**src/rtl/multi_mode_reduce_unit.sv**
```systemverilog
// Per-chain vector reduction (pass / sum / signed max / signed min; single or grouped; optional running accumulation).
// Latency: 2 cycles input to output, one vector per cycle, no bubbles for back-to-back accumulation.
// Backpressure: none; the unit always accepts and always emits, valid_out simply mirrors valid_in & tracing.
//
// Ports:
//   clk, rst_n                 clock, asynchronous active-low reset
//   valid_in, vector_in        input vector (N lanes of DATA_WIDTH, lane 0 in the LSBs)
//   eof_in, bof_in, chainId_in frame sideband and owning chain; bof_in != 0 restarts accumulation
//   tracing                    1 = process vectors, 0 = configuration mode
//   configId, configData       configuration byte bus (one firmware byte per chain)
//   valid_out, vector_out,
//   eof_out, bof_out,
//   chainId_out                results and sideband, 2 cycles after their inputs
module multi_mode_reduce_unit #(
  parameter int                      N                  = 8,
  parameter int                      DATA_WIDTH         = 32,
  parameter int                      M                  = 2,
  parameter int                      MAX_CHAINS         = 4,
  parameter logic [7:0]              PERSONAL_CONFIG_ID = 8'd0,
  parameter logic [8*MAX_CHAINS-1:0] INITIAL_FIRMWARE   = '0
) (
  input  logic                            clk,
  input  logic                            rst_n,
  input  logic                            valid_in,
  input  logic [1:0]                      eof_in,
  input  logic [1:0]                      bof_in,
  input  logic [$clog2(MAX_CHAINS)-1:0]   chainId_in,
  input  logic                            tracing,
  input  logic [7:0]                      configId,
  input  logic [7:0]                      configData,
  input  logic [N*DATA_WIDTH-1:0]         vector_in,
  output logic                            valid_out,
  output logic [N*DATA_WIDTH-1:0]         vector_out,
  output logic [1:0]                      eof_out,
  output logic [1:0]                      bof_out,
  output logic [$clog2(MAX_CHAINS)-1:0]   chainId_out
);

  localparam int         CW     = $clog2(MAX_CHAINS);
  localparam int         GL     = N / M;            // lanes per group
  localparam logic [8:0] NCHAIN = 9'(MAX_CHAINS);

  typedef logic signed [DATA_WIDTH-1:0] data_t;

  // op: 1 = wrapping sum, 2 = signed max, 3 = signed min; 0 never reaches a used result.
  function automatic data_t combine(input logic [1:0] op, input data_t a, input data_t b);
    data_t r;
    case (op)
      2'd1:    r = a + b;
      2'd2:    r = (a > b) ? a : b;
      2'd3:    r = (a < b) ? a : b;
      default: r = a;
    endcase
    return r;
  endfunction

  // ---------------------------------------------------------------------------
  // Configuration: byte_counter walks the firmware table while this block is
  // addressed; any other configId rewinds it. Only op/grp/acc are kept, the
  // reserved upper nibble has no effect.
  // ---------------------------------------------------------------------------
  logic [3:0]    fw_q [MAX_CHAINS];
  logic [7:0]    byte_cnt_q, byte_cnt_d;
  logic          cfg_hit, cfg_wr;
  logic [CW-1:0] cfg_idx;

  always_comb begin
    cfg_hit    = !tracing && (configId == PERSONAL_CONFIG_ID);
    cfg_wr     = cfg_hit && ({1'b0, byte_cnt_q} < NCHAIN);
    cfg_idx    = byte_cnt_q[CW-1:0];
    byte_cnt_d = byte_cnt_q;
    if (!tracing) begin
      if (cfg_hit) byte_cnt_d = (byte_cnt_q == 8'hFF) ? byte_cnt_q : byte_cnt_q + 8'd1;
      else         byte_cnt_d = '0;
    end
  end

  always_ff @(posedge clk or negedge rst_n) begin
    if (!rst_n) begin
      for (int c = 0; c < MAX_CHAINS; c++) fw_q[c] <= INITIAL_FIRMWARE[c*8 +: 4];
      byte_cnt_q <= '0;
    end else begin
      if (cfg_wr) fw_q[cfg_idx] <= configData[3:0];
      byte_cnt_q <= byte_cnt_d;
    end
  end

  // ---------------------------------------------------------------------------
  // Stage 1: per-group partial reductions using the owning chain's firmware.
  // The raw vector is kept as well for pass-through mode.
  // ---------------------------------------------------------------------------
  logic [3:0] fw_sel;
  data_t      lane_in [N];
  data_t      part_d  [M];

  always_comb begin
    fw_sel = fw_q[chainId_in];
    for (int i = 0; i < N; i++) lane_in[i] = vector_in[i*DATA_WIDTH +: DATA_WIDTH];
    for (int g = 0; g < M; g++) begin
      data_t r;
      r = lane_in[g*GL];
      for (int j = 1; j < GL; j++) r = combine(fw_sel[1:0], r, lane_in[g*GL+j]);
      part_d[g] = r;
    end
  end

  logic                    s1_vld_q;
  logic [3:0]              s1_fw_q;
  logic [1:0]              s1_eof_q, s1_bof_q;
  logic [CW-1:0]           s1_chain_q;
  logic [N*DATA_WIDTH-1:0] s1_vec_q;
  data_t                   s1_part_q [M];

  always_ff @(posedge clk or negedge rst_n) begin
    if (!rst_n) begin
      s1_vld_q   <= 1'b0;
      s1_fw_q    <= '0;
      s1_eof_q   <= '0;
      s1_bof_q   <= '0;
      s1_chain_q <= '0;
      s1_vec_q   <= '0;
      for (int g = 0; g < M; g++) s1_part_q[g] <= '0;
    end else begin
      s1_vld_q   <= valid_in & tracing;
      s1_fw_q    <= fw_sel;
      s1_eof_q   <= eof_in;
      s1_bof_q   <= bof_in;
      s1_chain_q <= chainId_in;
      s1_vec_q   <= vector_in;
      for (int g = 0; g < M; g++) s1_part_q[g] <= part_d[g];
    end
  end

  // ---------------------------------------------------------------------------
  // Stage 2: fold partials to the final result and update the accumulator.
  // Read-modify-write of the accumulator is entirely within this stage, so a
  // back-to-back vector of the same chain sees the value written one cycle ago.
  // ---------------------------------------------------------------------------
  data_t                   acc_q [MAX_CHAINS][M];
  logic [1:0]              s2_op;
  logic                    s2_grp, s2_acc, s2_wr;
  data_t                   red;
  data_t                   res_d [M];
  data_t                   acc_d [M];
  logic [N*DATA_WIDTH-1:0] vec_out_d;

  always_comb begin
    s2_op  = s1_fw_q[1:0];
    s2_grp = s1_fw_q[2];
    s2_acc = s1_fw_q[3];
    s2_wr  = s1_vld_q && (s2_op != 2'd0) && s2_acc;
    red    = s1_part_q[0];
    for (int g = 1; g < M; g++) red = combine(s2_op, red, s1_part_q[g]);
    for (int g = 0; g < M; g++) begin
      res_d[g] = s2_grp ? s1_part_q[g] : ((g == 0) ? red : '0);
      acc_d[g] = (s1_bof_q != 2'b00) ? res_d[g]
                                     : combine(s2_op, acc_q[s1_chain_q][g], res_d[g]);
    end
    vec_out_d = '0;
    if (s2_op == 2'd0) begin
      vec_out_d = s1_vec_q;
    end else begin
      for (int g = 0; g < M; g++)
        if (s2_grp || g == 0) vec_out_d[g*DATA_WIDTH +: DATA_WIDTH] = s2_acc ? acc_d[g] : res_d[g];
    end
  end

  // A firmware write clears its chain's accumulators; listed last so it wins
  // over an in-flight update to the same chain on the same edge.
  always_ff @(posedge clk or negedge rst_n) begin
    if (!rst_n) begin
      for (int c = 0; c < MAX_CHAINS; c++)
        for (int g = 0; g < M; g++) acc_q[c][g] <= '0;
    end else begin
      if (s2_wr)
        for (int g = 0; g < M; g++)
          if (s2_grp || g == 0) acc_q[s1_chain_q][g] <= acc_d[g];
      if (cfg_wr)
        for (int g = 0; g < M; g++) acc_q[cfg_idx][g] <= '0;
    end
  end

  logic                    valid_out_q;
  logic [N*DATA_WIDTH-1:0] vector_out_q;
  logic [1:0]              eof_out_q, bof_out_q;
  logic [CW-1:0]           chain_out_q;

  always_ff @(posedge clk or negedge rst_n) begin
    if (!rst_n) begin
      valid_out_q  <= 1'b0;
      vector_out_q <= '0;
      eof_out_q    <= '0;
      bof_out_q    <= '0;
      chain_out_q  <= '0;
    end else begin
      valid_out_q  <= s1_vld_q;
      vector_out_q <= vec_out_d;
      eof_out_q    <= s1_eof_q;
      bof_out_q    <= s1_bof_q;
      chain_out_q  <= s1_chain_q;
    end
  end

  assign valid_out   = valid_out_q;
  assign vector_out  = vector_out_q;
  assign eof_out     = eof_out_q;
  assign bof_out     = bof_out_q;
  assign chainId_out = chain_out_q;

endmodule

```
**config.mk**
```make
export PLATFORM = sky130hd
export DESIGN_NAME = multi_mode_reduce_unit
export DESIGN_NICKNAME = d
export VERILOG_FILES = /design/src/rtl/multi_mode_reduce_unit.sv
export SDC_FILE = /design/constraint.sdc
export NUM_CORES = 2
export LEC_CHECK = 0
export ABC_AREA = 1
export ABC_CLOCK_PERIOD_IN_PS = 6100
export BUFFER_PORTS_ARGS = -buffer_cell sky130_fd_sc_hd__buf_2
export CAP_MARGIN = 20
export CORE_ASPECT_RATIO = 0.8
export CORE_MARGIN = 4
export CORE_UTILIZATION = 25
export CTS_CLUSTER_SIZE = 16
export DETAILED_ROUTE_END_ITERATION = 16
export HOLD_SLACK_MARGIN = 0.05
export PLACE_DENSITY = 0.51
export SKIP_LAST_GASP = 1
export SYNTH_ARGS = -nofsm -noshare
export SYNTH_HDL_FRONTEND = slang
export SYNTH_SLANG_ARGS = --single-unit
```
**constraint.sdc**
```tcl
create_clock -name clk -period 6.1 [get_ports clk]
set_input_delay 1.22 -clock clk [delete_from_list [all_inputs] [get_ports clk]]
set_output_delay 1.22 -clock clk [all_outputs]
set_load 0.05 [all_outputs]
```
Word-level counts from Yosys, hierarchy flattened:

Cells that the tools add are included.

* output and inout bits: 263
* memory bits (writable): 0
* memory bits (read-only): 0
* memories kept: 0
* bits in registers: 874
* input bits: 282
* latch bits: 0

* bitwise operators: 9
* reduce and logical (&&, ||, !) cells: 12
* shifts and indexed selects: 0
* add/subtract/negate cells: 10
* order comparisons: 24
* eq/ne operators: 8
* muxes and demuxes: 61
* divide/modulo/power cells: 0
* multiply operators: 0

Operators by type and width (number)
* 256-bit two-way mux: 4
* 32-bit two-way mux: 27
* 32-bit case mux with 3 select lines: 9
* 256-bit bitwise AND: 2
* 256-bit bitwise mux: 2
* 64-bit demux with 2-bit select: 4
* 256-bit inverter: 2
* 64-bit two-way mux: 5
* 32-bit adder: 9
* 32-bit greater-than comparator: 9
* 32-bit less-than comparator: 9
* 192-bit two-way mux: 1
* 64-bit binary-select mux with 2-bit select: 1
* 16-bit bitwise mux: 1
* 8-bit two-way mux: 2
* 4-bit two-way mux: 3
* 3-bit greater-or-equal comparator, second input constant: 3
* 2-bit inverter with 3-bit output: 3
* 8-bit by 1-bit adder with 8-bit output, second input constant: 1
* 4-bit binary-select mux with 2-bit select: 1
* 4-bit demux with 2-bit select: 1
* 2-bit == test, second input constant: 4
* 8-bit == test, second input constant: 1
* 8-bit logical NOT: 1
* 11 further kinds: 19

Depth between registers and ports, before layout:

* word-level depth: 16
* gate-level depth with buffers: 65
* mapped depth without buffers: 64

Least setup slack after synthesis:

No wires, ideal clock.

* path type: in2reg
* start point: input port vector_in[183]
* end point: register s1_part_q[22] (netlist name)
* cell stages on the path: 53
* data required time: 5.970 ns
* library setup time: 0.130 ns
* slack: -1.092 ns
* path buffers: 3
* data arrival time: 7.062 ns
* path through: inv_1 ha_1 a21o_1 nor2_1 nand2_1 a21oi_2 nand2_4 nand2_4 nand2_4 buf_2 o211ai_1 nand3_1 and2_1 ha_1 buf_2 nand2_1 nor3_1 a21oi_1 [17 not listed] nor2_1 nor2_1 inv_1 nand3_1 nand2_1 nand2_1 nand2_1 nand2_1 nand2_1 nand2_1 nand2_1 a31oi_1 o21ai_0 nand2_1 nand2_1 nand2_1 nand3_1 nand4_1

RTL lines
* start, declared: RTL line 31 `input logic [N*DATA_WIDTH-1:0] vector_in,`
* end, declared: RTL line 112 `data_t s1_part_q [M];`

==> summary.txt <==
Synthesis
  – Most used DFF post-synth: sky130_fd_sc_hd__dfrtp_1
  – Number of enable-type register cells in the synthesized netlist: 0
  – Most frequent cells after synthesis: 2038 x sky130_fd_sc_hd__nand2_1, 1766 x sky130_fd_sc_hd__inv_1, 957 x sky130_fd_sc_hd__nor2_1, 949 x sky130_fd_sc_hd__nand3_1, 874 x sky130_fd_sc_hd__dfrtp_1
  – Synthesized netlist cell count: 10405
  – Post-Synth Simple-Gate Area: 0.275
  – Largest area contributor in the synthesized netlist: sky130_fd_sc_hd__dfrtp_1
  – Seq/Total Area, Yosys: 0.311
  – Post-synthesis share of cell area spent on full adders, half adders and majority gates: 0.104
  – Post-synth design cell area: between 70000 and 80000 um^2
  – Number of distinct standard cells referenced by the synthesized netlist: just over 70
  – Complex-gate fraction of the synthesized area: 0.182
  – Per-instance average area after synthesis: 6.77 um^2
  – Leading post-synthesis cells by cell area: sky130_fd_sc_hd__dfrtp_1 31%, sky130_fd_sc_hd__nand2_1 11%, sky130_fd_sc_hd__ha_1 10%
  – XOR/XNOR share of the synthesized area: 0.00274
  – Share of flip-flops with an asynchronous set or reset after synthesis: 1.00
  – Proportion of synthesized area in mux cells: 0
  – Number of warnings issued by yosys: 0
  – Flops & latches, synth: about 870
  – Synth Net Count: ~11000
  – Dominant combinational cell family by area after synthesis: simple AND/OR/NAND/NOR gates
  – Yosys top cell area share: 0.311
  – Most common cell in the synthesized netlist: sky130_fd_sc_hd__nand2_1

Drt
  – Average wire length per cell after detail routing: between 20 and 25 um
  – Total number of vias: 79903
  – ANT nets after route: 0
  – Detailed-route DRC error count: 0
  – Number of violations reported at the end of detailed-routing iteration 0: 7980
  – Total detailed-routing wirelength: 347000 um
  – DR vias/cell: between 4 and 5
  – Number of detailed-routing iterations run before antenna repair: 6

Clocking
  – Clk_lat worst skew: slightly below 0.8 ns
  – Level count of the clock H-tree: 3
  – Number of buffers created by CTS: 102
  – CTS Sinks: 874
  – CTS root buffer: sky130_fd_sc_hd__clkbuf_16
  – Post-CTS clock slew at the launch and capture registers of the worst setup and hold paths: 0.06 ns
  – Clock tree from TritonCTS: built
  – Maximum number of buffers from clock root to sink: 3

Place
  – HPWL Detailed: between 200000 and 300000 um
  – Count of port buffers added during placement: 540
  – Global placement routability congestion: between 1 and 1.5

Timing
  – Transition time at the pin with the least slew margin: 1.09 ns
  – Relative max-transition margin: 0.274
  – Setup repair after global routing missed its margin: true
  – Final-report setup violation count: 104
  – Crit share post-route: 1.23
  – Post-route setup TNS: -73.23 ns
  – Post-layout minimum cycle time: approximately 7.5 ns
  – Slew Limit Fails: 0
  – Worst Hold Slack: 0.348 ns
  – Worst clock skew: approximately 0.067 ns
  – Setup WS post-layout: -1.42 ns
  – Final hold violation count: 0
  – Fmax: roughly 130 MHz

Power and ir drop
  – Pwr Density: ~270 nW/um^2
  – Design Power: ~27 mW
  – Peak VDD IR: 214 uV
  – Static Leakage: approximately 54 nW

Global route
  – GRT Resource Usage Total: 0.230
  – Number of global-route vias before repair: around 75000
  – Residual overflow from global routing: 0
  – Pin count of the biggest net entering global routing: 139
  – Wire length of the first global-routing pass: about 500000 um
  – Number of antenna violations at the first check in global routing: 30

Setup path
  – Stage delay of the slowest cell on the critical path: around 0.35 ns
  – Kind of start point of the critical path: input port
  – Worst-path fanout max: 9
  – Max stage delay cell, worst path: sky130_fd_sc_hd__ha_1
  – Required time at the worst-slack endpoint: between 6 and 7 ns
  – Type of the worst setup path: input port to register
  – Critical path endpoint category: register
  – Most prevalent standard cell on the critical path: sky130_fd_sc_hd__buf_4
  – Top cell family by delay on the critical path: simple AND/OR/NAND/NOR gates
  – Worst path bufs/invs: 17
  – Worst endpoint data arrival time: around 8.1 ns

Status
  – Outcome: complete, but fails checks
  – Violations in the final reports: setup timing

Die
  – Starting Density: 0.252
  – Die extent in x: between 600 and 700 um
  – DIE AREA: between 200000 and 300000 um^2
  – Floorplan die height: between 400 and 500 um
  – Core Footprint: 279000 um^2
  – Row count: between 150 and 200
  – Top-level I/O count: 545

Finish
  – Nets@finish: 13787
  – Fraction of final layout cells with drive strength greater than 1: 0.308
  – Layout area overhead: 44.6%
  – Layout fillers: around 30000

Hold path
  – Classification of the worst-slack hold path: register to register

Run
  – Max-cap violations: 0
-- registers in the layout, summed over array words and instances (netlist names) --
name	count
acc_q	256
eof_out	2
s1_part_q	64
valid_out	1
chainId_out	2
byte_cnt_q	8
s1_vld_q	1
s1_bof_q	2
s1_fw_q	4
s1_vec_q	256
s1_eof_q	2
s1_chain_q	2
vector_out	256
fw_q	16
bof_out	2
-- metrics by stage --
stage	instance area, um^2	cells	utilization	setup slack [ns]
after global routing	102000	16689	0.365	-1.66
after global placement	93900	16291	0.336	-2.50
final	102000	16698	0.365	-1.42
after CTS	101000	16654	0.361	-1.13
after detailed placement	93900	16291	0.336	-2.48
after floorplan	72100	10405	-	-0.743
-- path summary, 6_finish.rpt --
path | startpoint | end | slack [ns] | depth (start not counted)
max | vector_in[183] | s1_part_q[0] | -1.42 | 47
min | s1_eof_q[0] | eof_out[0] | 0.35 | 0
max reg2reg | fw_q[1] | s1_part_q[0] | -0.66 | 46
min reg2reg | s1_eof_q[0] | eof_out[0] | 0.35 | 0
max in group asynchronous | rst_n | s1_fw_q[3] | 4.15 | 2
min in group asynchronous | rst_n | vector_out[10] | 0.50 | 1
-- cells by family after synthesis --
family / count (synthesis)
AND/OR/NAND/NOR: 4452
XOR/XNOR: 22
buffers and inverters: 2268
AO/OA/AOI/OAI: 2209
adder cells (fa/ha/maj): 580
flip-flops: 874
-- worst reg2reg max path, delay by kind of cell (launching register included) --
kind                     cells  cell delay (ns)
AND/OR/NAND/NOR             18             1.79
AO/OA/AOI/OAI                8             1.36
flip-flops                   1             0.38
adder cells (fa/ha/maj)      2             0.58
buffers and inverters       18             2.56
-- placed cells by master (no fill, tap or decap), drive strengths merged, types with 22 or more instances in the layout --
cell type / n
ha: 571
a21oi: 864
and2: 32
dfrtp: 874
clkbuf: 136
o211ai: 158
or2: 77
buf: 2805
o22ai: 71
o21a: 65
o21bai: 93
nor4: 35
a21o: 37
inv: 1871
a31oi: 30
nand2: 2112
a221oi: 22
o21ai: 790
nor2: 962
nand4: 148
clkinv: 32
nand3b: 29
nor3: 91
nand3: 959
-- metal layers --
metal / share of wire / GRT usage / vias up
li1: - / - / 38760
met1: 0.47 / 0.336 / 37757
met2: 0.41 / 0.341 / 2958
met3: 0.074 / 0.0312 / 422
met4: 0.041 / 0.0852 / 6
met5: 0.00012 / 0 / -
-- layout make-up --
cell class / instances / area, um^2 / area share
Multi-Input combinational cell: 7266 / 43300 / 0.426
Sequential cell: 874 / 21900 / 0.215
Timing Repair Buffer: 2809 / 21200 / 0.208
Inverter: 1871 / 7140 / 0.0701
Tap cell: 3675 / 4600 / 0.0452
Clock buffer: 132 / 2900 / 0.0285
Clock inverter: 53 / 704 / 0.00692
Antenna cell: 17 / 42.5 / 0.000418
Timing Repair inverter: 1 / 7.51 / 0.0000738
-- report_power, final --
part / switching [mW] / internal (mW)
sequential: 0.515 / 6.37
clock: 2.85 / 3.91
combinational: 8.08 / 5.61
total: 11.4 / 15.9
-- repair_timing --
item | 4_1_cts | 5_1_grt
setup endpoints to repair | 142 | 224
setup buffers | 172 | 23
gates resized for setup | 498 | 164
cloned | 10 | 4
hold buffers | 0 | 0
hold endpoints to repair | 0 | 0
pin swaps | 195 | 45
(Power assumes the default switching activity.)
